==> config.mk <==
export PLATFORM = sky130hd
export DESIGN_NAME = muldiv_unit
export DESIGN_NICKNAME = d
export VERILOG_FILES = /design/src/rtl/muldiv_unit.sv
export SDC_FILE = /design/constraint.sdc
export NUM_CORES = 1
export LEC_CHECK = 0
export CAP_MARGIN = 40
export CORE_MARGIN = 4
export CORE_UTILIZATION = 52
export DETAILED_ROUTE_END_ITERATION = 10
export GPL_TIMING_DRIVEN = 0
export PLACE_DENSITY = 0.84
export SYNTH_ARGS = -nofsm -noshare
export SYNTH_HDL_FRONTEND = slang
export SYNTH_SLANG_ARGS = --single-unit
==> constraint.sdc <==
create_clock -name clk -period 5.3 [get_ports clk]
set_input_delay 0.53 -clock clk [delete_from_list [all_inputs] [get_ports clk]]
set_output_delay 0.53 -clock clk [all_outputs]
set_load 0.01 [all_outputs]
==> src/rtl/muldiv_unit.sv <==
// rtl/muldiv_unit.sv - iterative 32x32 multiply/divide unit with HI/LO registers
//
// Executes MULT/MULTU/DIV/DIVU over 32 iterations (one per clock) and MTHI/MTLO
// in a single edge. HI/LO feed the writeback mux for MFHI/MFLO.
//
// Build option: define MULDIV_DIV_EN to compile the restoring divider. When it
// is undefined, DIV/DIVU are treated as reserved ops and ignored.
//
// Ports:
//   clk    in   1   clock, rising edge
//   reset  in   1   asynchronous, active-high
//   start  in   1   request, sampled on rising edge
//   op     in   3   000 NOP, 001 MULT, 010 MULTU, 011 DIV, 100 DIVU,
//                   101 MTHI, 110 MTLO, 111 reserved
//   a      in  32   rs operand: multiplicand, dividend or MTHI/MTLO data
//   b      in  32   rt operand: multiplier or divisor
//   busy   out  1   iteration in progress, requests ignored
//   done   out  1   one-cycle pulse, HI/LO hold the new result
//   hi     out 32   HI register
//   lo     out 32   LO register

module muldiv_unit (
  input  logic        clk,
  input  logic        reset,
  input  logic        start,
  input  logic [2:0]  op,
  input  logic [31:0] a,
  input  logic [31:0] b,
  output logic        busy,
  output logic        done,
  output logic [31:0] hi,
  output logic [31:0] lo
);

  localparam logic [2:0] OP_MULT  = 3'b001;
  localparam logic [2:0] OP_MULTU = 3'b010;
  localparam logic [2:0] OP_DIV   = 3'b011;
  localparam logic [2:0] OP_DIVU  = 3'b100;
  localparam logic [2:0] OP_MTHI  = 3'b101;
  localparam logic [2:0] OP_MTLO  = 3'b110;

`ifdef MULDIV_DIV_EN
  localparam logic DIV_EN = 1'b1;
`else
  localparam logic DIV_EN = 1'b0;
`endif

  typedef enum logic [1:0] {
    IDLE = 2'd0,
    RUN  = 2'd1,
    DONE = 2'd2
  } state_t;

  state_t state, state_next;

  // Request decode
  logic        can_accept;
  logic        is_iter_op;
  logic        is_move_op;
  logic        accept_iter;
  logic        accept_move;
  logic        signed_op;
  logic        a_neg;
  logic        b_neg;
  logic [31:0] a_mag;
  logic [31:0] b_mag;

  // Iteration state. acc holds {upper, lower} halves: for multiply the
  // partial product over the remaining multiplier bits, for divide the
  // partial remainder over the dividend/quotient bits.
  logic [4:0]  count;
  logic [63:0] acc;
  logic [31:0] opnd;
  logic        neg_lo;
  logic        last_iter;

  logic [32:0] mul_sum;
  logic [63:0] mul_next;
  logic [63:0] mul_res;
  logic [63:0] step_next;
  logic [31:0] res_hi;
  logic [31:0] res_lo;

`ifdef MULDIV_DIV_EN
  logic        is_div;
  logic        neg_hi;
  logic        div_zero;
  logic [31:0] dividend_raw;
  logic [32:0] div_diff;
  logic [63:0] div_next;
  logic [31:0] q_res;
  logic [31:0] r_res;
`endif

  always_comb begin
    is_iter_op = 1'b0;
    is_move_op = 1'b0;
    case (op)
      OP_MULT, OP_MULTU: is_iter_op = 1'b1;
      OP_DIV, OP_DIVU:   is_iter_op = DIV_EN;
      OP_MTHI, OP_MTLO:  is_move_op = 1'b1;
      default: begin
        is_iter_op = 1'b0;
        is_move_op = 1'b0;
      end
    endcase
  end

  assign can_accept  = start && (state != RUN);
  assign accept_iter = can_accept && is_iter_op;
  assign accept_move = can_accept && is_move_op;

  // Signed ops work on magnitudes; 32'h80000000 negates to itself, which is
  // the correct unsigned magnitude.
  assign signed_op = (op == OP_MULT) || (op == OP_DIV);
  assign a_neg     = signed_op && a[31];
  assign b_neg     = signed_op && b[31];
  assign a_mag     = a_neg ? (32'd0 - a) : a;
  assign b_mag     = b_neg ? (32'd0 - b) : b;

  assign last_iter = (count == 5'd31);

  // FSM
  always_ff @(posedge clk or posedge reset) begin
    if (reset) begin
      state <= IDLE;
    end else begin
      state <= state_next;
    end
  end

  always_comb begin
    state_next = state;
    busy       = 1'b0;
    done       = 1'b0;
    case (state)
      IDLE: begin
        if (accept_iter) state_next = RUN;
      end
      RUN: begin
        busy = 1'b1;
        if (last_iter) state_next = DONE;
      end
      DONE: begin
        done       = 1'b1;
        state_next = accept_iter ? RUN : IDLE;
      end
      default: state_next = IDLE;
    endcase
  end

  // Shift-add multiply step: add multiplicand to the upper half when the
  // current multiplier LSB is set, then shift right keeping the carry.
  always_comb begin
    mul_sum  = {1'b0, acc[63:32]} + (acc[0] ? {1'b0, opnd} : 33'd0);
    mul_next = {mul_sum, acc[31:1]};
    mul_res  = neg_lo ? (64'd0 - mul_next) : mul_next;
  end

`ifdef MULDIV_DIV_EN
  // Restoring divide step: shift the next dividend bit into the remainder,
  // trial-subtract the divisor, keep the difference when it does not borrow.
  // A zero divisor never borrows, so the iterations still run normally and
  // the final result is overridden below.
  always_comb begin
    div_diff = acc[63:31] - {1'b0, opnd};
    if (div_diff[32]) begin
      div_next = {acc[62:0], 1'b0};
    end else begin
      div_next = {div_diff[31:0], acc[30:0], 1'b1};
    end
    q_res = neg_lo ? (32'd0 - div_next[31:0])  : div_next[31:0];
    r_res = neg_hi ? (32'd0 - div_next[63:32]) : div_next[63:32];
  end

  always_comb begin
    step_next = is_div ? div_next : mul_next;
    if (!is_div) begin
      res_hi = mul_res[63:32];
      res_lo = mul_res[31:0];
    end else if (div_zero) begin
      res_hi = dividend_raw;
      res_lo = 32'hFFFF_FFFF;
    end else begin
      res_hi = r_res;
      res_lo = q_res;
    end
  end
`else
  always_comb begin
    step_next = mul_next;
    res_hi    = mul_res[63:32];
    res_lo    = mul_res[31:0];
  end
`endif

  // Datapath and architectural registers
  always_ff @(posedge clk or posedge reset) begin
    if (reset) begin
      count        <= 5'd0;
      acc          <= 64'd0;
      opnd         <= 32'd0;
      neg_lo       <= 1'b0;
      hi           <= 32'd0;
      lo           <= 32'd0;
`ifdef MULDIV_DIV_EN
      is_div       <= 1'b0;
      neg_hi       <= 1'b0;
      div_zero     <= 1'b0;
      dividend_raw <= 32'd0;
`endif
    end else begin
      if (accept_iter) begin
        count  <= 5'd0;
        neg_lo <= a_neg ^ b_neg;
`ifdef MULDIV_DIV_EN
        is_div       <= (op == OP_DIV) || (op == OP_DIVU);
        neg_hi       <= a_neg;
        div_zero     <= (b == 32'd0);
        dividend_raw <= a;
        if ((op == OP_DIV) || (op == OP_DIVU)) begin
          acc  <= {32'd0, a_mag};
          opnd <= b_mag;
        end else begin
          acc  <= {32'd0, b_mag};
          opnd <= a_mag;
        end
`else
        acc  <= {32'd0, b_mag};
        opnd <= a_mag;
`endif
      end else if (state == RUN) begin
        acc   <= step_next;
        count <= count + 5'd1;
        if (last_iter) begin
          hi <= res_hi;
          lo <= res_lo;
        end
      end

      if (accept_move) begin
        if (op == OP_MTHI) begin
          hi <= a;
        end else begin
          lo <= a;
        end
      end
    end
  end

endmodule
* Word-level counts from Yosys, hierarchy flattened
Cells that the tools add are included.
** Operators by class
- Add/subtract/negate cells :: 5
- Eq/ne operators :: 11
- Muxes and demuxes :: 26
- Bitwise operators :: 1
- Reduce and logical (&&, ||, !) cells :: 11
** Operators with widths (number)
- 32-bit two-way mux :: 13
- 64-bit two-way mux :: 3
- 1-bit by 32-bit subtractor with 32-bit output (first input constant) :: 2
- 1-bit by 64-bit subtractor with 64-bit output (first input constant) :: 1
- 32-bit by 32-bit adder with 33-bit output :: 1
- 5-bit two-way mux :: 2
- 3-bit by 2-bit == test with 1-bit output (second input constant) :: 2
- 3-bit == test (second input constant) :: 2
- 2-bit one-hot mux with 3 select lines :: 1
- 5-bit by 1-bit adder with 5-bit output (second input constant) :: 1
- 5-bit == test (second input constant) :: 1
- 1-bit logical AND :: 5
- 1-bit two-way mux :: 5
- 2-bit two-way mux :: 2
- 2-bit != test (second input constant) :: 2
- 2-bit OR reduction :: 2
- 3-bit by 1-bit == test with 1-bit output (second input constant) :: 1
- 2-bit by 1-bit == test with 1-bit output (second input constant) :: 1
- 2-bit == test (second input constant) :: 1
- 2-bit zero test :: 1
- 2-bit by 1-bit != test with 1-bit output (second input constant) :: 1
- 2-bit AND reduction :: 1
- 2-bit nonzero test :: 1
- 1-bit logical OR :: 1
- 1-bit XOR :: 1
** Word-level totals
- Register bits :: 168
- Bits of input ports :: 70
- Output and inout port bits :: 66
- Word-level logic and storage cells :: 61

* Logic depth before layout (Yosys ltp)
Gate-level depths: netlist of run 1.
- Depth after elaboration :: 9
- Gate-level depth with buffers :: 14
- Mapped depth without buffers :: 13

* Least setup slack after synthesis of run 1
OpenSTA, ideal clock, no wires.
- Path type :: register -> register
- From :: register acc[0]
- To :: register hi[31]
- Data arrival time :: 3773 ps
- Data required time :: 5165 ps
- Path slack :: 1392 ps
- Cell stages (with the launch flop) :: 15
- Cells stage by stage :: dfrtp_1 -> clkbuf_1 -> and2_1 -> ha_1 -> fa_1 -> a21o_1 -> a221o_1 -> o2bb2ai_1 -> o211a_1 -> or2_2 -> a211oi_1 -> nand3_1 -> o41ai_2 -> xnor2_1 -> a21oi_1
** Between the ends
- Longest elaborated chain between the ends :: 9
** Ends and longest elaborated chain
- start, declared :: line 72 : logic [63:0] acc;
- start signal, assigned :: line 229 : acc <= {32'd0, b_mag};
- start signal, assigned :: line 233 : acc <= step_next;
- 32-bit two-way mux * :: line 155 : mul_sum = {1'b0, acc[63:32]} + (acc[0] ? {1'b0, opnd} : 33'd0);
- 32-bit by 32-bit adder with 33-bit output * :: line 155
- 1-bit by 64-bit subtractor with 64-bit output :: line 157 : mul_res = neg_lo ? (64'd0 - mul_next) : mul_next;
- 64-bit two-way mux * :: line 157
- 32-bit two-way mux * :: line 235 : if (last_iter) begin
- 32-bit two-way mux * :: line 232 : end else if (state == RUN) begin
- 32-bit two-way mux * :: line 213 : if (accept_iter) begin
- 32-bit two-way mux :: line 242 : if (op == OP_MTHI) begin
- 32-bit two-way mux * :: line 241 : if (accept_move) begin
- end signal, assigned :: line 236 : hi <= res_hi;
- end, declared :: line 31 : output logic [31:0] hi,
Mark *: on every way between the ends. The rest lies on a longest branch, timed or not.
A chain may end at the register's enable or synchronous reset.

* Worst setup path in the final report of run 1
- From :: register acc[0]
- To :: register hi[22]
The elaborated chain is that of the path after synthesis.

==> metrics.txt, run 1 <==
# TYPE chip_impl_metric gauge
chip_impl_metric{name="grt_start_max_net_pins",unit=""} 122
chip_impl_metric{name="cp_data_required_time",unit="ns"} 5.59
chip_impl_metric{name="holdWs",unit="ns"} 0.454
chip_impl_metric{name="period_share",unit="%"} 93.8
chip_impl_metric{name="cts_max_path_buffers",unit=""} 2
chip_impl_metric{name="first_pass_grt_wire_length",unit="microns"} 65800
chip_impl_info{name="final_cell_mix",value="242 x sky130_fd_sc_hd__nand2_1, 168 x sky130_fd_sc_hd__dfrtp_1, 161 x sky130_fd_sc_hd__o21ai_0, 134 x sky130_fd_sc_hd__nor2_1, 132 x sky130_fd_sc_hd__clkdlybuf4s50_1"} 1
chip_impl_metric{name="nNetsFinal",unit=""} 1817
chip_impl_metric{name="drt-vias-per-instance",unit=""} 6.33
chip_impl_metric{name="first_global_vias",unit=""} 12351
chip_impl_metric{name="finalWorstSetupSlack",unit="ns"} 0.329
chip_impl_metric{name="remaining_drc_errors",unit=""} 0
chip_impl_metric{name="clock-skew-final",unit="ns"} 0.00991
chip_impl_info{name="worst_r2r_startpoint",value="acc[0]"} 1
chip_impl_metric{name="die_height",unit="microns"} 161
chip_impl_metric{name="layout.cells.non_filler",unit=""} 2033
chip_impl_metric{name="clock_buffer_count_from_cts",unit=""} 17
chip_impl_metric{name="dpl.hpwl",unit="microns"} 32300
chip_impl_metric{name="timing.fmax",unit="MHz"} 201
chip_impl_metric{name="r2r_slack",unit="ns"} 0.33
chip_impl_metric{name="routedWlPerCell",unit="microns"} 20.9
chip_impl_metric{name="layout-area-overhead-vs-synth",unit="%"} 19.8
chip_impl_metric{name="die_area",unit="sq mm"} 0.0258
chip_impl_info{name="cp_endpoint",value="hi[22]"} 1
chip_impl_info{name="busiest_layer",value="met2"} 1
chip_impl_metric{name="distinct_cell_type_count_of_the_synthesized_netlist",unit=""} 67
chip_impl_metric{name="dr_total_vias",unit=""} 12866
chip_impl_metric{name="drtPass1Iterations",unit=""} 7
chip_impl_metric{name="n_antenna_cell",unit=""} 0
chip_impl_metric{name="clkLatencyLatePin",unit="ns"} 0.44
chip_impl_metric{name="cts_max_level",unit=""} 4
chip_impl_metric{name="floorplan.rows",unit=""} 55
chip_impl_metric{name="relSlewSlack",unit="%"} 35.4
chip_impl_metric{name="avgSynthCellArea",unit="sq um"} 7.83
chip_impl_metric{name="core_area",unit="sq mm"} 0.0228
chip_impl_metric{name="placement.setup.worst_slack",unit="ns"} 0.506
chip_impl_metric{name="ys_ff_latch",unit=""} 168
chip_impl_info{name="postSynth.topFlopCell",value="sky130_fd_sc_hd__dfrtp_1"} 1
chip_impl_metric{name="inst_count_dp",unit=""} 2003
chip_impl_metric{name="hold_violation_count_in_the_final_report",unit=""} 0
chip_impl_metric{name="final_layout_size_suffix_gt1_share",unit="%"} 4.07
chip_impl_metric{name="finish.instance_area",unit="sq mm"} 0.0145
chip_impl_info{name="cts.root.buffer_cell",value="sky130_fd_sc_hd__clkbuf_16"} 1
chip_impl_info{name="mostFrequentLayoutCell",value="sky130_fd_sc_hd__nand2_1"} 1
chip_impl_metric{name="critical_path_arrival",unit="ns"} 5.27
chip_impl_metric{name="grt_use_total",unit="%"} 31.9
chip_impl_metric{name="grt_antenna_before_repair",unit=""} 0
chip_impl_info{name="outcome",value="finished clean"} 1
chip_impl_metric{name="fp.dieW",unit="microns"} 161
chip_impl_metric{name="clk_pin_slew_worst_paths",unit="ns"} 0.06
chip_impl_metric{name="finalSetupViolCount",unit=""} 0
chip_impl_metric{name="place.gp.congestion",unit=""} 0.936
chip_impl_metric{name="power.density_cell_area",unit="mW/mm^2"} 594
chip_impl_metric{name="postCtsHoldBufs",unit=""} 0
chip_impl_metric{name="route.antenna.remaining_nets",unit=""} 0
chip_impl_metric{name="post_cts_resize_count",unit=""} 0
chip_impl_info{name="cp-start-kind",value="flip-flop"} 1
chip_impl_metric{name="peakVddDrop",unit="mV"} 0.292
chip_impl_metric{name="fin_crit",unit="ns"} 4.97
chip_impl_metric{name="synth.yosys.warnings",unit=""} 0
chip_impl_info{name="tritoncts_clock_tree",value="done"} 1
chip_impl_metric{name="synth_seq_area_share",unit="%"} 34.6
chip_impl_info{name="worstSetupPathType",value="reg2reg"} 1
chip_impl_metric{name="synth_area",unit="sq mm"} 0.0121
chip_impl_metric{name="fill_cells",unit=""} 1937
chip_impl_metric{name="gr-usage-met2",unit="%"} 53.9
chip_impl_metric{name="cp_max_fo",unit=""} 10
chip_impl_metric{name="synth_nets",unit=""} 1658
chip_impl_metric{name="timing.critical_path.slowest_cell_delay",unit="ns"} 0.83
chip_impl_metric{name="synth_edf_count",unit=""} 0
chip_impl_metric{name="reg2regPathDepth",unit=""} 14
chip_impl_metric{name="power.static_leakage",unit="nW"} 5.94
chip_impl_metric{name="slew_worst_pin",unit="ns"} 0.960
chip_impl_metric{name="postRouteWirelength",unit="microns"} 42400
chip_impl_info{name="timing.critical_path.slowest_stage_cell",value="sky130_fd_sc_hd__o311ai_1"} 1
chip_impl_info{name="worstSetupEndpointType",value="flip-flop"} 1
chip_impl_metric{name="async_flop_share",unit="%"} 100
chip_impl_metric{name="fin_setup_tns",unit="ns"} 0
chip_impl_metric{name="dpl-instance-area",unit="sq mm"} 0.0139
chip_impl_info{name="worst_hold_path_type",value="in2reg"} 1
chip_impl_info{name="timing.critical_path.cells",value="clkbuf_1 > and2_1 > ha_1 > clkbuf_1 > and3_1 > and4_1 > a21boi_1 > nor2_1 > o311ai_1 > nand4_1 > or3_1 > o31ai_1 > xor2_1 > o21ai_1"} 1
chip_impl_metric{name="num_io_pins",unit=""} 136
chip_impl_metric{name="grt_util_met3",unit="%"} 5.18
chip_impl_metric{name="slew_violations",unit=""} 0
chip_impl_info{name="crit-reg2reg-capture",value="hi[22]"} 1
chip_impl_metric{name="tritoncts_num_sinks",unit=""} 168
chip_impl_metric{name="grtUsageMet1",unit="%"} 39.9
chip_impl_metric{name="cap_violations",unit=""} 0
chip_impl_metric{name="numPortBuffers",unit=""} 132
chip_impl_metric{name="postSynthCellCount",unit=""} 1550
chip_impl_info{name="setup.worst_path.start",value="acc[0]"} 1
chip_impl_metric{name="post-cts-setup-buffer-count",unit=""} 0
chip_impl_metric{name="starting_utilization_of_the_core_area",unit="%"} 53.3
chip_impl_info{name="grt_setup_unrepaired",value="false"} 1
chip_impl_metric{name="globalRoute.totalOverflow",unit=""} 0
chip_impl_info{name="crit_top_cell",value="sky130_fd_sc_hd__clkbuf_1"} 1
chip_impl_metric{name="drtIter0Drc",unit=""} 1486
-- where the power goes --
group          internal, mW  total, mW  switching [mW]
clock network         0.818       1.33           0.514
registers              1.90       2.42           0.522
logic                  1.91       4.88            2.97
total                  4.63       8.63            4.01
-- sequential cells by signal, indices dropped and copies added (netlist names) --
name / count
acc: 64
state: 2
count: 5
neg_lo: 1
opnd: 32
lo: 32
hi: 32
-- worst min path at each step --
stage              from  endpoint  slack (ns)  cells past startpoint
2_1_floorplan  opnd[31]  opnd[31]        0.44                      2
3_3_place_gp   opnd[31]  opnd[31]        0.45                      2
3_5_place_dp   opnd[18]  opnd[18]        0.46                      2
4_1_cts            a[4]     hi[4]        0.44                      3
5_1_grt        opnd[12]  opnd[12]        0.49                      2
6_report           a[4]     hi[4]        0.45                      3
-- per-stage QoR --
stage | power (mW) | util (%)
floorplan | 5.38 | -
global placement | 6.94 | 60.8
detailed placement | 7.10 | 61.1
CTS | 8.47 | 63.8
global route | 9.16 | 63.8
finish | 8.63 | 63.8
-- critical path: cells and delay by family (launching register included) --
kind,cells,cell delay [ns]
flops,1,0.49
fa+ha+maj,1,0.27
compound gates,4,1.64
xor+xnor,1,0.27
buf+inv,2,0.54
simple gates,6,1.64
-- cell usage after synthesis, types with 4 or more instances --
cell type	count	area [sq um]
sky130_fd_sc_hd__o211ai_1	9	67.6
sky130_fd_sc_hd__nand2b_1	4	25.0
sky130_fd_sc_hd__nor3b_1	5	37.5
sky130_fd_sc_hd__mux2i_1	8	80.1
sky130_fd_sc_hd__nand3_1	50	250
sky130_fd_sc_hd__ha_1	37	463
sky130_fd_sc_hd__o21ai_0	161	806
sky130_fd_sc_hd__o21a_1	7	52.6
sky130_fd_sc_hd__buf_1	5	18.8
sky130_fd_sc_hd__nand4_1	17	106
sky130_fd_sc_hd__or4_1	9	67.6
sky130_fd_sc_hd__o21ai_1	10	50.1
sky130_fd_sc_hd__a21o_1	22	165
sky130_fd_sc_hd__nor4_1	15	93.8
sky130_fd_sc_hd__nor2_1	134	503
sky130_fd_sc_hd__nor3_1	29	145
sky130_fd_sc_hd__or3_4	6	67.6
sky130_fd_sc_hd__dfrtp_1	168	4200
sky130_fd_sc_hd__xnor2_1	56	490
sky130_fd_sc_hd__a21oi_1	108	541
sky130_fd_sc_hd__inv_1	23	86.3
sky130_fd_sc_hd__a211oi_1	9	67.6
sky130_fd_sc_hd__or3_1	18	113
sky130_fd_sc_hd__xor2_1	77	674
sky130_fd_sc_hd__nor2b_1	6	37.5
sky130_fd_sc_hd__and2_1	44	275
sky130_fd_sc_hd__o2bb2ai_1	4	35.0
sky130_fd_sc_hd__o31ai_1	23	173
sky130_fd_sc_hd__nand2_1	242	908
sky130_fd_sc_hd__nand3b_1	5	37.5
sky130_fd_sc_hd__o22ai_1	6	37.5
sky130_fd_sc_hd__clkbuf_1	93	349
sky130_fd_sc_hd__a22oi_1	6	45.0
sky130_fd_sc_hd__a211o_1	5	43.8
sky130_fd_sc_hd__a31oi_1	37	231
sky130_fd_sc_hd__o41ai_1	17	149
sky130_fd_sc_hd__and3_1	18	113
sky130_fd_sc_hd__or2_2	10	62.6
-- per-layer routing --
metal  vias up  part of all wire [%]
met1      6076                    38
met5         -                     0
met2       794                    47
met4         0                   5.0
met3       162                   9.3
li1       5834                     -
-- area by class of cell --
class	count	area [sq um]	area share, %
buffer	98	368	2.53
clock buffer	21	470	3.24
clock inverter	9	148	1.02
inverter	24	97.6	0.671
multi-input combinational	1260	7470	51.4
sequential	168	4200	28.9
tap	313	392	2.69
timing repair buffer	140	1390	9.56
-- cell families after synthesis --
group,after synthesis,share of synthesized area (%)
AND/OR/NAND/NOR,621,24.1
buffers and inverters,122,3.77
multiplexers,8,0.660
flip-flops,168,34.6
AO/OA/AOI/OAI,460,23.2
adder cells (fa/ha/maj),38,3.98
XOR/XNOR,133,9.60
Power figures use the tool's default switching activity.
==> inputs of run 2 (changes only) <==
- CELL_PAD_IN_SITES_DETAIL_PLACEMENT: unset -> 0
- CELL_PAD_IN_SITES_GLOBAL_PLACEMENT: unset -> 2
- CORE_UTILIZATION: 52 -> 31
==> metrics.txt, run 2 (synthesis results as in run 1) <==
# TYPE chip_impl_metric gauge
chip_impl_info{name="outcome",value="finished clean"} 1
chip_impl_metric{name="relSlewSlack",unit="%"} 40.7
chip_impl_metric{name="cts_max_level",unit=""} 4
chip_impl_info{name="timing.critical_path.slowest_stage_cell",value="sky130_fd_sc_hd__dfrtp_1"} 1
chip_impl_metric{name="cp_data_required_time",unit="ns"} 5.60
chip_impl_metric{name="peakVddDrop",unit="mV"} 0.232
chip_impl_metric{name="route.antenna.remaining_nets",unit=""} 0
chip_impl_metric{name="largest_register_ffs",unit=""} 64
chip_impl_info{name="worstSetupPathType",value="reg2reg"} 1
chip_impl_info{name="mostFrequentLayoutCell",value="sky130_fd_sc_hd__nand2_1"} 1
chip_impl_metric{name="inst_count_dp",unit=""} 2210
chip_impl_metric{name="postRouteWirelength",unit="microns"} 46500
chip_impl_metric{name="floorplan.rows",unit=""} 72
chip_impl_info{name="crit_top_cell",value="sky130_fd_sc_hd__o31ai_1"} 1
chip_impl_metric{name="layout.cells.non_filler",unit=""} 2241
chip_impl_info{name="grt_setup_unrepaired",value="false"} 1
chip_impl_info{name="timing.critical_path.cells",value="clkbuf_1 > and2_1 > ha_1 > fa_1 > a21o_1 > a221o_1 > a21oi_1 > o31ai_1 > xnor2_1 > nand4_1 > or3_1 > o31ai_1 > xor2_1 > o21ai_1"} 1
chip_impl_metric{name="globalRoute.totalOverflow",unit=""} 0
chip_impl_metric{name="cap_violations",unit=""} 0
chip_impl_metric{name="dpl-instance-area",unit="sq mm"} 0.0142
chip_impl_metric{name="cp_max_fo",unit=""} 10
chip_impl_metric{name="dpl.hpwl",unit="microns"} 37100
chip_impl_metric{name="finalSetupViolCount",unit=""} 0
chip_impl_info{name="worst_hold_path_type",value="in2reg"} 1
chip_impl_metric{name="post-cts-setup-buffer-count",unit=""} 0
chip_impl_metric{name="drt-vias-per-instance",unit=""} 5.41
chip_impl_metric{name="reg2regPathDepth",unit=""} 14
chip_impl_metric{name="drtIter0Drc",unit=""} 873
chip_impl_metric{name="clock-skew-final",unit="ns"} 0.0120
chip_impl_metric{name="place.gp.congestion",unit=""} 0.919
chip_impl_metric{name="timing.fmax",unit="MHz"} 207
chip_impl_metric{name="gr-usage-met2",unit="%"} 37.2
chip_impl_metric{name="first_global_vias",unit=""} 12033
chip_impl_metric{name="grt_util_met3",unit="%"} 2.95
chip_impl_metric{name="core_area",unit="sq mm"} 0.0386
chip_impl_metric{name="clock_buffer_count_from_cts",unit=""} 17
chip_impl_metric{name="grt_antenna_before_repair",unit=""} 0
chip_impl_metric{name="grtUsageMet1",unit="%"} 28.0
chip_impl_metric{name="numPortBuffers",unit=""} 132
chip_impl_metric{name="worst_hold_path.num_cells",unit=""} 3
chip_impl_metric{name="period_share",unit="%"} 91.0
chip_impl_metric{name="r2r_slack",unit="ns"} 0.47
chip_impl_metric{name="fin_setup_tns",unit="ns"} 0
chip_impl_metric{name="first_pass_grt_wire_length",unit="microns"} 70800
chip_impl_metric{name="grt_use_total",unit="%"} 21.8
chip_impl_metric{name="dr_total_vias",unit=""} 12120
chip_impl_metric{name="finish.instance_area",unit="sq mm"} 0.0148
chip_impl_metric{name="finalWorstSetupSlack",unit="ns"} 0.474
chip_impl_metric{name="layout-area-overhead-vs-synth",unit="%"} 21.8
chip_impl_metric{name="power.static_leakage",unit="nW"} 5.93
chip_impl_metric{name="routedWlPerCell",unit="microns"} 20.8
chip_impl_metric{name="postCtsHoldBufs",unit=""} 0
chip_impl_metric{name="final_layout_size_suffix_gt1_share",unit="%"} 4.18
chip_impl_metric{name="starting_utilization_of_the_core_area",unit="%"} 31.4
chip_impl_metric{name="utilization",unit="%"} 38.2
chip_impl_metric{name="timing.critical_path.slowest_cell_delay",unit="ns"} 0.52
chip_impl_metric{name="num_io_pins",unit=""} 136
chip_impl_metric{name="power",unit="mW"} 8.56
chip_impl_metric{name="nNetsFinal",unit=""} 1819
chip_impl_metric{name="n_antenna_cell",unit=""} 0
chip_impl_metric{name="tritoncts_num_sinks",unit=""} 168
chip_impl_metric{name="drtPass1Iterations",unit=""} 5
chip_impl_metric{name="clkLatencyLatePin",unit="ns"} 0.44
chip_impl_metric{name="grt_start_max_net_pins",unit=""} 105
chip_impl_info{name="tritoncts_clock_tree",value="done"} 1
chip_impl_metric{name="remaining_drc_errors",unit=""} 0
chip_impl_metric{name="fin_crit",unit="ns"} 4.83
chip_impl_info{name="busiest_layer",value="met2"} 1
chip_impl_metric{name="die_area",unit="sq mm"} 0.0424
chip_impl_metric{name="post_cts_resize_count",unit=""} 0
chip_impl_metric{name="power.density_cell_area",unit="mW/mm^2"} 579
chip_impl_metric{name="cts_max_path_buffers",unit=""} 2
chip_impl_metric{name="slew_violations",unit=""} 0
chip_impl_metric{name="clk_pin_slew_worst_paths",unit="ns"} 0.07
chip_impl_info{name="register_bank_with_the_most_flops",value="acc"} 1
chip_impl_metric{name="fp.dieW",unit="microns"} 206
chip_impl_metric{name="slew_worst_pin",unit="ns"} 0.883
chip_impl_metric{name="placement.setup.worst_slack",unit="ns"} 0.532
chip_impl_info{name="final_cell_mix",value="242 x sky130_fd_sc_hd__nand2_1, 168 x sky130_fd_sc_hd__dfrtp_1, 161 x sky130_fd_sc_hd__o21ai_0, 134 x sky130_fd_sc_hd__nor2_1, 132 x sky130_fd_sc_hd__clkdlybuf4s50_1"} 1
chip_impl_info{name="worstSetupEndpointType",value="flip-flop"} 1
chip_impl_metric{name="hold_violation_count_in_the_final_report",unit=""} 0
chip_impl_metric{name="die_height",unit="microns"} 206
chip_impl_info{name="cp-start-kind",value="flip-flop"} 1
chip_impl_metric{name="critical_path_arrival",unit="ns"} 5.12
chip_impl_info{name="cts.root.buffer_cell",value="sky130_fd_sc_hd__clkbuf_16"} 1
chip_impl_metric{name="holdWs",unit="ns"} 0.460
## run 2: cell count changes in the layout (fill, tap and decap cells not counted), sizes merged
cell / before / now
clkbuf: 114 / 116
clkdlybuf4s18: 0 / 2
bufinv: 4 / 2
clkinvlp: 1 / 2
## run 2: final cells by class
type                            count  area [sq um]
Fill cell                        4033         23900
Multi-Input combinational cell   1260          7470
Sequential cell                   168          4200
Timing Repair Buffer              142          1410
Tap cell                          518           648
Clock buffer                       23           488
Buffer                             98           368
Inverter                           24          97.6
Clock inverter                      8          95.1
## run 2: path summary, 6_finish.rpt
| check | from | endpoint |
|---|---|---|
| max | acc[0] | hi[22] |
| min reg2reg | opnd[29] | opnd[29] |
| min in group asynchronous | reset | acc[7] |
| max in group asynchronous | reset | hi[29] |
| max reg2reg | acc[0] | hi[22] |
| min | a[4] | hi[4] |
## run 2: critical path, delay by kind of cell, from the launching register on
kind                       cells  cell delay (ns)
DFF                            1             0.52
AOI/OAI and AO/OA              6             1.57
adders and majority gates      2             0.71
xor gates and xnor gates       2             0.71
buffers and inverters          1             0.26
and+or+nand+nor                3             0.91
## run 2: metal layers
metal | vias up | routed length (microns)
li1 | 5854 | -
met1 | 5827 | 20200
met2 | 356 | 22500
met3 | 83 | 2080
met4 | 0 | 1760
met5 | - | 0
## run 2: power breakdown
group	switching [mW]	total, mW	internal, mW	leakage, nW
Clock	0.528	1.27	0.739	0.285
Combinational	2.93	4.86	1.92	3.54
Sequential	0.537	2.44	1.90	2.11
Total	4.00	8.56	4.56	5.93
==> inputs of run 3 (changes only) <==
- CORE_ASPECT_RATIO: unset -> 0.75
- SETUP_SLACK_MARGIN: unset -> 0.05
==> metrics.txt, run 3 (synthesis results as in run 1) <==
# TYPE chip_impl_metric gauge
chip_impl_info{name="outcome",value="finished clean"} 1
chip_impl_info{name="register_bank_with_the_most_flops",value="acc"} 1
chip_impl_metric{name="first_global_vias",unit=""} 11843
chip_impl_metric{name="finalSetupViolCount",unit=""} 0
chip_impl_metric{name="critical_path_arrival",unit="ns"} 5.34
chip_impl_info{name="worst_r2r_startpoint",value="acc[0]"} 1
chip_impl_metric{name="fin_crit",unit="ns"} 5.03
chip_impl_metric{name="route.antenna.remaining_nets",unit=""} 0
chip_impl_metric{name="fill_cells",unit=""} 4024
chip_impl_info{name="grt_setup_unrepaired",value="false"} 1
chip_impl_metric{name="clock-skew-final",unit="ns"} 0.0102
chip_impl_metric{name="clk_pin_slew_worst_paths",unit="ns"} 0.07
chip_impl_info{name="final_cell_mix",value="242 x sky130_fd_sc_hd__nand2_1, 168 x sky130_fd_sc_hd__dfrtp_1, 161 x sky130_fd_sc_hd__o21ai_0, 134 x sky130_fd_sc_hd__nor2_1, 132 x sky130_fd_sc_hd__clkdlybuf4s50_1"} 1
chip_impl_metric{name="slew_worst_pin",unit="ns"} 1.04
chip_impl_metric{name="power.static_leakage",unit="nW"} 5.94
chip_impl_metric{name="drtIter0Drc",unit=""} 1311
chip_impl_metric{name="dr_total_vias",unit=""} 12579
chip_impl_metric{name="r2r_slack",unit="ns"} 0.27
chip_impl_metric{name="grt_use_total",unit="%"} 22.8
chip_impl_metric{name="sequential_cell_area_in_the_final_layout",unit="sq mm"} 0.00420
chip_impl_metric{name="floorplan.rows",unit=""} 62
chip_impl_metric{name="cts_max_path_buffers",unit=""} 2
chip_impl_metric{name="routedWlPerCell",unit="microns"} 21.9
chip_impl_metric{name="remaining_drc_errors",unit=""} 0
chip_impl_metric{name="cp_data_required_time",unit="ns"} 5.61
chip_impl_metric{name="hold_violation_count_in_the_final_report",unit=""} 0
chip_impl_info{name="cts.root.buffer_cell",value="sky130_fd_sc_hd__clkbuf_16"} 1
chip_impl_metric{name="inst_count_dp",unit=""} 2205
chip_impl_info{name="worstSetupPathType",value="reg2reg"} 1
chip_impl_metric{name="multi_input_comb_area",unit="sq mm"} 0.00748
chip_impl_info{name="tritoncts_clock_tree",value="done"} 1
chip_impl_metric{name="holdWs",unit="ns"} 0.445
chip_impl_metric{name="core_area",unit="sq mm"} 0.0385
chip_impl_metric{name="dpl.hpwl",unit="microns"} 38700
chip_impl_metric{name="reg2regPathDepth",unit=""} 15
chip_impl_metric{name="peakVddDrop",unit="mV"} 0.231
chip_impl_metric{name="routed-wl-met2",unit="microns"} 19500
chip_impl_metric{name="layout.cells.non_filler",unit=""} 2237
chip_impl_metric{name="met3RoutedLength",unit="microns"} 3800
chip_impl_metric{name="timing.fmax",unit="MHz"} 199
chip_impl_info{name="cp-start-kind",value="flip-flop"} 1
chip_impl_metric{name="die_area",unit="sq mm"} 0.0424
chip_impl_metric{name="numPortBuffers",unit=""} 132
chip_impl_metric{name="power.density_cell_area",unit="mW/mm^2"} 581
chip_impl_metric{name="die_height",unit="microns"} 179
chip_impl_metric{name="largest_register_ffs",unit=""} 64
chip_impl_metric{name="cp_max_fo",unit=""} 10
chip_impl_metric{name="first_pass_grt_wire_length",unit="microns"} 74200
chip_impl_metric{name="starting_utilization_of_the_core_area",unit="%"} 31.5
chip_impl_metric{name="slew_violations",unit=""} 0
chip_impl_metric{name="cts_max_level",unit=""} 4
chip_impl_metric{name="period_share",unit="%"} 94.9
chip_impl_metric{name="postRouteWirelength",unit="microns"} 49000
chip_impl_metric{name="globalRoute.totalOverflow",unit=""} 0
chip_impl_metric{name="utilization",unit="%"} 38.4
chip_impl_metric{name="met1Wirelength",unit="microns"} 24800
chip_impl_metric{name="final_layout_size_suffix_gt1_share",unit="%"} 4.29
chip_impl_metric{name="nNetsFinal",unit=""} 1820
chip_impl_metric{name="grt_antenna_before_repair",unit=""} 0
chip_impl_metric{name="relSlewSlack",unit="%"} 29.8
chip_impl_info{name="mostFrequentLayoutCell",value="sky130_fd_sc_hd__nand2_1"} 1
chip_impl_metric{name="drtPass1Iterations",unit=""} 5
chip_impl_metric{name="grt_start_max_net_pins",unit=""} 87
chip_impl_info{name="maxUsedRoutingLayer",value="met4"} 1
chip_impl_metric{name="num_io_pins",unit=""} 136
chip_impl_info{name="crit-reg2reg-capture",value="hi[22]"} 1
chip_impl_metric{name="place.gp.congestion",unit=""} 0.909
chip_impl_info{name="worst_hold_path_type",value="in2reg"} 1
chip_impl_metric{name="clkLatencyLatePin",unit="ns"} 0.45
chip_impl_metric{name="layout-area-overhead-vs-synth",unit="%"} 21.7
chip_impl_metric{name="worst_hold_path.num_cells",unit=""} 3
chip_impl_metric{name="cap_violations",unit=""} 0
chip_impl_metric{name="fp.dieW",unit="microns"} 236
chip_impl_info{name="worstSetupEndpointType",value="flip-flop"} 1
chip_impl_info{name="holdCritStartpoint",value="a[4]"} 1
chip_impl_metric{name="drt-vias-per-instance",unit=""} 5.62
chip_impl_metric{name="post-cts-setup-buffer-count",unit=""} 0
chip_impl_metric{name="postCtsHoldBufs",unit=""} 0
chip_impl_info{name="hold_end",value="hi[4]"} 1
chip_impl_metric{name="clock_buffer_count_from_cts",unit=""} 17
chip_impl_metric{name="tritoncts_num_sinks",unit=""} 168
==> run 3: cell count changes in the layout (fill, tap and decap cells not counted) <==
cell	before	now
sky130_fd_sc_hd__clkinv_2	4	7
sky130_fd_sc_hd__clkbuf_8	4	2
sky130_fd_sc_hd__buf_2	6	7
sky130_fd_sc_hd__clkinvlp_4	2	1
sky130_fd_sc_hd__diode_2	0	1
sky130_fd_sc_hd__o311ai_1	1	0
sky130_fd_sc_hd__o311ai_2	0	1
==> run 3: area by class of cell <==
cell class,instances,area share [%]
diodes,1,0.0169
plain buffers,98,2.49
clock buffers,21,3.12
clock inverters,10,0.695
inverters,24,0.661
multi-input cells,1260,50.6
flip-flops and latches,168,28.5
well taps,512,4.34
repair buffers,143,9.58
==> run 3: worst max path at each step <==
stage,from,to,slack (ns),depth (start not counted)
detailed placement,acc[0],hi[22],0.40,15
global placement,reset,acc[57],-2.61,2
floorplan,reset,acc[0],0.22,1
finish,acc[0],hi[22],0.27,15
CTS,acc[0],hi[22],0.34,15
global route,acc[0],hi[22],0.08,15
==> run 3: timing repair <==
action	in CTS	in global routing
hold endpoints to repair	0	0
endpoints found under the setup margin	0	6
resized for setup	0	1
==> run 3: power breakdown <==
part           total (mW)  internal (mW)  switching, mW
sequential           2.43           1.90          0.536
combinational        4.88           1.91           2.97
clock                1.26          0.710          0.549
total                8.57           4.52           4.05
==> run 3: worst max-delay path, stage by stage (launching register included) <==
cell,delay [ns]
sky130_fd_sc_hd__dfrtp_1,0.52
sky130_fd_sc_hd__clkbuf_1,0.27
sky130_fd_sc_hd__and2_1,0.20
sky130_fd_sc_hd__ha_1,0.26
sky130_fd_sc_hd__fa_1,0.46
sky130_fd_sc_hd__a21o_1,0.22
sky130_fd_sc_hd__a221o_1,0.44
sky130_fd_sc_hd__a21oi_1,0.40
sky130_fd_sc_hd__o31ai_1,0.18
sky130_fd_sc_hd__buf_2,0.20
sky130_fd_sc_hd__xnor2_1,0.45
sky130_fd_sc_hd__nand4_1,0.31
sky130_fd_sc_hd__or3_1,0.43
sky130_fd_sc_hd__o31ai_1,0.27
sky130_fd_sc_hd__xor2_1,0.18
sky130_fd_sc_hd__o21ai_1,0.08
==> run 3: per-layer routing <==
metal  global-route usage (%)  vias to the layer above
li1                         -                     5848
met1                     35.5                     6187
met2                     31.5                      493
met3                     4.82                       51
met4                     6.05                        0
met5                        0                        -
==> run 3: per-stage QoR <==
| stage | worst slack [ns] | area [sq um] | power (mW) | TNS [ns] |
|---|---|---|---|---|
| finish | 0.270 | 14800 | 8.57 | 0 |
| global route | 0.0790 | 14800 | 9.21 | 0 |
| CTS | 0.344 | 14800 | 8.53 | 0 |
| detailed placement | 0.403 | 14200 | 7.25 | 0 |
| global placement | -2.61 | 14100 | 7.15 | -434.63 |
| floorplan | 0.223 | 12100 | 5.38 | 0 |
